## src/rtl/kb_matrix_scan.sv

```systemverilog
// Column-scanned ROWS x COLS key matrix with whole-frame debounce.
// Reports one committed key (or none / multi-key) with press and release strobes.
module kb_matrix_scan #(
    parameter int ROWS     = 5,
    parameter int COLS     = 5,
    parameter int DEBOUNCE = 4,
    parameter int CODE_W   = 5
) (
    input  logic              clk,
    input  logic              rst,
    input  logic              scan_tick,
    input  logic [ROWS-1:0]   k_row,
    output logic [COLS-1:0]   k_col,
    output logic [CODE_W-1:0] key_code,
    output logic              key_valid,
    output logic              key_release,
    output logic              key_down,
    output logic              key_multi
);

    localparam int CW = (COLS > 1) ? $clog2(COLS) : 1;
    localparam int SW = $clog2(DEBOUNCE + 1);

    typedef enum logic [1:0] {R_NONE, R_SINGLE, R_MULTI} kind_t;
    typedef struct packed {
        kind_t             kind;
        logic [CODE_W-1:0] code;
    } res_t;

    logic [ROWS-1:0]   row_s1, row_s2;
    logic [CW-1:0]     col_idx, col_next;
    logic              last_col;
    logic [1:0]        samp_cnt, acc_cnt, acc_cnt_n;
    logic [CODE_W-1:0] samp_code, acc_code, acc_code_n;
    res_t              res, cand, cand_n, committed;
    logic [SW-1:0]     stable_cnt, stable_cnt_n;
    logic              commit;

    assign last_col = (col_idx == CW'(COLS - 1));
    assign col_next = last_col ? '0 : col_idx + 1'b1;

    // Low-bit count saturates at 2: only none / one / many matters.
    always_comb begin
        samp_cnt  = 2'd0;
        samp_code = '0;
        for (int r = ROWS - 1; r >= 0; r--) begin
            if (!row_s2[r]) begin
                samp_code = CODE_W'(int'(col_idx) * ROWS + r);
                if (samp_cnt != 2'd2) samp_cnt = samp_cnt + 2'd1;
            end
        end
    end

    always_comb begin
        acc_cnt_n  = (acc_cnt + samp_cnt > 2'd2 || acc_cnt == 2'd2) ? 2'd2 : acc_cnt + samp_cnt;
        acc_code_n = (acc_cnt == 2'd0) ? samp_code : acc_code;
        res.code   = '0;
        case (acc_cnt_n)
            2'd0:    res.kind = R_NONE;
            2'd1:    begin res.kind = R_SINGLE; res.code = acc_code_n; end
            default: res.kind = R_MULTI;
        endcase
    end

    always_comb begin
        cand_n       = res;
        stable_cnt_n = SW'(1);
        if (res == cand)
            stable_cnt_n = (stable_cnt == SW'(DEBOUNCE)) ? stable_cnt : stable_cnt + 1'b1;
        commit = (stable_cnt_n == SW'(DEBOUNCE)) && (cand_n != committed);
    end

    always_ff @(posedge clk or posedge rst) begin
        if (rst) begin
            row_s1      <= '1;
            row_s2      <= '1;
            col_idx     <= '0;
            k_col       <= ~COLS'(1);
            acc_cnt     <= 2'd0;
            acc_code    <= '0;
            cand        <= '{kind: R_NONE, code: '0};
            committed   <= '{kind: R_NONE, code: '0};
            stable_cnt  <= '0;
            key_code    <= '0;
            key_valid   <= 1'b0;
            key_release <= 1'b0;
            key_down    <= 1'b0;
            key_multi   <= 1'b0;
        end else begin
            row_s1      <= k_row;
            row_s2      <= row_s1;
            key_valid   <= 1'b0;
            key_release <= 1'b0;
            if (scan_tick) begin
                col_idx <= col_next;
                k_col   <= ~(COLS'(1) << col_next);
                if (!last_col) begin
                    acc_cnt  <= acc_cnt_n;
                    acc_code <= acc_code_n;
                end else begin
                    acc_cnt    <= 2'd0;
                    acc_code   <= '0;
                    cand       <= cand_n;
                    stable_cnt <= stable_cnt_n;
                    if (commit) begin
                        committed <= cand_n;
                        case (cand_n.kind)
                            R_SINGLE: begin
                                key_code  <= cand_n.code;
                                key_down  <= 1'b1;
                                key_multi <= 1'b0;
                                key_valid <= 1'b1;
                            end
                            R_MULTI: begin
                                key_multi   <= 1'b1;
                                key_down    <= 1'b0;
                                key_release <= (committed.kind == R_SINGLE);
                            end
                            default: begin
                                key_multi   <= 1'b0;
                                key_down    <= 1'b0;
                                key_release <= (committed.kind == R_SINGLE);
                            end
                        endcase
                    end
                end
            end
        end
    end

endmodule

```

## config.mk

```make
export PLATFORM = sky130hd
export DESIGN_NAME = kb_matrix_scan
export DESIGN_NICKNAME = d
export VERILOG_FILES = /design/src/rtl/kb_matrix_scan.sv
export SDC_FILE = /design/constraint.sdc
export NUM_CORES = 1
export LEC_CHECK = 0
export CORE_MARGIN = 3
export CORE_UTILIZATION = 53
export DETAILED_ROUTE_END_ITERATION = 7
export GPL_ROUTABILITY_DRIVEN = 0
export HOLD_SLACK_MARGIN = 0.08
export PLACE_DENSITY = 0.76
export SYNTH_ARGS = -nofsm -noshare
export SYNTH_HDL_FRONTEND = slang
export SYNTH_SLANG_ARGS = --single-unit
```

## constraint.sdc

```tcl
create_clock -name clk -period 3.8 [get_ports clk]
set_input_delay 1.14 -clock clk [delete_from_list [all_inputs] [get_ports clk]]
set_output_delay 1.14 -clock clk [all_outputs]
set_load 0.02 [all_outputs]
```

==> run_results.csv <==
group,metric,value,unit
routing,dr.max_layer_used,"met4",
final_layout,syn_to_final_growth,31.7,%
run,maxCapViolations,0,
sta,rsz0062_at_grt,"true",
routing,wl_per_cell,16.7,µm
floorplan,die_area,6820,µm²
grt,grt_use_total,0.253,
final_layout,num-fill-cells,416,
routing,viasPerCell,5.97,
synthesis,ys_seq_area_frac,0.400,
sta,fin_ws,-0.377,ns
place,dpl_cell_area,3740,µm²
sta,fmax,239,MHz
cts,clockRootBuffer,"clkbuf_8",
routing,dr_wl_met2,3770,µm
worst_hold_path,hold_class,"reg2reg",
cts,h-tree-depth,2,
floorplan,chipHeight,82.6,µm
synthesis,synthFlopType,"dfrtp_1",
cts,insertion_delay,0.31,ns
synthesis,async_reset_ff_frac,1.00,
setup_path,reg2regPathDepth,18,
final_layout,finalCoreUtilization,0.730,
sta,fin_crit,4.18,ns
floorplan,start_util,0.554,
worst_hold_path,whs_path_depth,0,
place,hpwl,5810,µm
routing,drt_first_pass_iters,5,
setup_path,crit_arrival,4.37,ns
sta,finClkSkew,0.00812,ns
setup_path,r2r_start,"row_s2[4]",
setup_path,slowest_delay,0.56,ns
sta,relSlewSlack,0.544,
place,portBuffers,21,
floorplan,core-area,5610,µm²
synthesis,yosysWarningCount,0,
worst_hold_path,min_to,"row_s2[2]",
sta,worst_pin_slew,0.681,ns
routing,wl_met3,347,µm
synthesis,synth_edf_count,0,
sta,setup_viol,17,
final_layout,layout-drive-gt1-share,0.337,
setup_path,cp-end-kind,"flip-flop",
sta,period_share,1.10,
outcome,violations,"setup timing",
final_layout,nNetsFinal,426,
grt,grt_max_degree,25,
floorplan,fp.dieW,82.6,µm
synthesis,synthesis.nets,348,
setup_path,timing.rr.end,"key_code[0]",
power,peakVddDrop,437,µV
sta,maxSlewViolCount,0,
final_layout,fin_area,4090,µm²
cts,cts_buffers,5,
routing,drt_iter0_markers,301,
grt,overflow,0,
setup_path,critPathRequiredTime,4.00,ns
grt,grt_pass1_vias,2636,
sta,hold_viol_final,0,
power,leakagePower,1.83,nW
sta,setup_tns,-5.09,ns
synthesis,syn-cell-area,3110,µm²
floorplan,ioPinCount,22,
routing,dr_total_vias,2824,
worst_hold_path,hold_start,"row_s1[2]",
cts,cts.sinks,49,
cts,ctsHoldBuffers,0,
outcome,status,"finished, violations left",
routing,totalWireLength,7920,µm
setup_path,path_buf_inv,2,
setup_path,start_kind,"flip-flop",
grt,grt_pass1_wl,13100,µm
setup_path,crit_family,"compound AO/OA/AOI/OAI gates",
setup_path,worstPathCellList,"inv_2 -> ha_4 -> mux2i_4 -> ha_4 -> a21oi_2 -> ha_2 -> nand2_1 -> o21ai_1 -> ha_2 -> buf_4 -> xnor2_2 -> o22ai_2 -> or4_4 -> a21boi_4 -> xnor2_2 -> a31oi_4 -> o2111a_2 -> mux2_1",
synthesis,synth-seq-cells,49,
synthesis,ys_types,66,
cts,tritoncts,"built",
synthesis,syn_inst,322,
setup_path,path_class,"reg2reg",
synthesis,avgSynthCellArea,9.66,µm²
setup_path,critPathMaxFanout,4,
cts,clk_pin_slew,0.09,ns
setup_path,slowest_stage,"dfstp_2",
routing,drc,0,
power,powerDensity,645,nW/µm²
floorplan,rows,27,
place,place_ws,-0.480,ns
routing,met1Wirelength,3690,µm
cts,cts_buffer_depth,2,
final_layout,diodes,0,
routing,ant_nets,0,
setup_path,r2r_slack,-0.38,ns
grt,antenna_found_initial,0,
[worst max path at each step]
stage / end / depth (start not counted) / slack, ns / start
finish: key_code[0] / 18 / -0.38 / row_s2[4]
global route: committed[3] / 18 / -0.54 / row_s2[4]
detailed placement: key_code[3] / 17 / -0.48 / row_s2[3]
floorplan: committed[4] / 17 / -0.26 / row_s2[3]
global placement: key_code[3] / 17 / -0.35 / row_s2[3]
CTS: committed[2] / 17 / -0.36 / row_s2[4]
[per-layer routing]
metal / track usage / vias up
met1: 0.374 / 1386
met2: 0.397 / 90
met4: 0.0621 / 0
li1: - / 1338
met3: 0.0293 / 10
met5: 0 / -
[sequential cells by signal, indices dropped and copies added (netlist names), 2 cells and up]
signal and flops:
committed 5, key_code 5, row_s1 5, acc_cnt 2, cand 7, col_idx 3
stable_cnt 3, acc_code 5, row_s2 5, k_col 5
[cells by family after synthesis]
group	after synthesis	share of synthesized area
adder cells (fa/ha/maj)	18	0.0724
buffers and inverters	34	0.0443
multiplexers	15	0.0567
XOR/XNOR	13	0.0366
flip-flops	49	0.400
AND/OR/NAND/NOR	94	0.148
AO/OA/AOI/OAI	99	0.242
[through the flow]
step                instances  hold slack [ns]  total power, mW
CTS                       469            0.361             2.54
detailed placement        451            0.347             2.17
global placement          451            0.346             2.13
finish                    473            0.360             2.64
floorplan                 322            0.345             1.69
global route              473            0.363             2.82
[cells in the mapped netlist (all sizes together), types with 2 or more instances]
cell type / instances / share of area
a2111oi: 2 / 0.012
a211o: 4 / 0.011
a21o: 4 / 0.0097
a21oi: 13 / 0.021
a221oi: 2 / 0.0076
a22o: 4 / 0.012
a311oi: 2 / 0.0056
a31oi: 3 / 0.0080
a32oi: 2 / 0.0056
and3: 6 / 0.012
buf: 4 / 0.0072
clkbuf: 5 / 0.0068
dfrtp: 35 / 0.28
dfstp: 14 / 0.12
ha: 18 / 0.072
inv: 25 / 0.030
mux2: 9 / 0.037
mux2i: 6 / 0.019
nand2: 32 / 0.039
nand2b: 2 / 0.0040
nand3: 10 / 0.016
nand3b: 2 / 0.0048
nor2: 19 / 0.025
nor2b: 4 / 0.0080
nor3: 8 / 0.013
nor4b: 2 / 0.0056
o2111ai: 3 / 0.0085
o211a: 3 / 0.0097
o211ai: 6 / 0.014
o21a: 3 / 0.0072
o21ai: 23 / 0.042
o22a: 2 / 0.0056
o22ai: 7 / 0.014
o31ai: 4 / 0.0097
or2: 3 / 0.0060
xnor2: 10 / 0.028
xor2: 3 / 0.0085
[layout make-up]
type	instances	area [µm²]	share of cell area
multi-input combinational	239	1920	0.468
sequential	49	1240	0.304
timing repair buffer	80	661	0.161
inverter	25	93.8	0.0229
tap	72	90.1	0.0220
clock buffer	5	68.8	0.0168
clock inverter	3	21.3	0.00520
[repair_timing]
action | in CTS | in global routing
setup endpoints to repair | 17 | 17
cloned | 0 | 0
pin swaps | 16 | 10
gates resized for setup | 20 | 12
buffers inserted | 10 | 4
[report_power, final]
part	switching [mW]	internal [mW]	total, mW
combinational	0.850	0.705	1.55
sequential	0.114	0.655	0.768
clock	0.186	0.131	0.317
total	1.15	1.49	2.64
[cells in the final DEF, fill, tap and decap left out, drive strengths merged, types with 5 or more instances in the layout]
master	Yosys	routed
xnor2	10	10
o211ai	6	6
mux2	9	9
o21ai	23	23
and3	6	6
dfstp	14	14
clkdlybuf4s50	0	21
nor2	19	19
buf	4	59
nor3	8	8
ha	18	18
clkbuf	5	5
dfrtp	35	35
nand3	10	10
a21oi	13	13
mux2i	6	6
nand2	32	32
o22ai	7	7
inv	25	26
No activity file was read; power rests on OpenSTA's default activity.
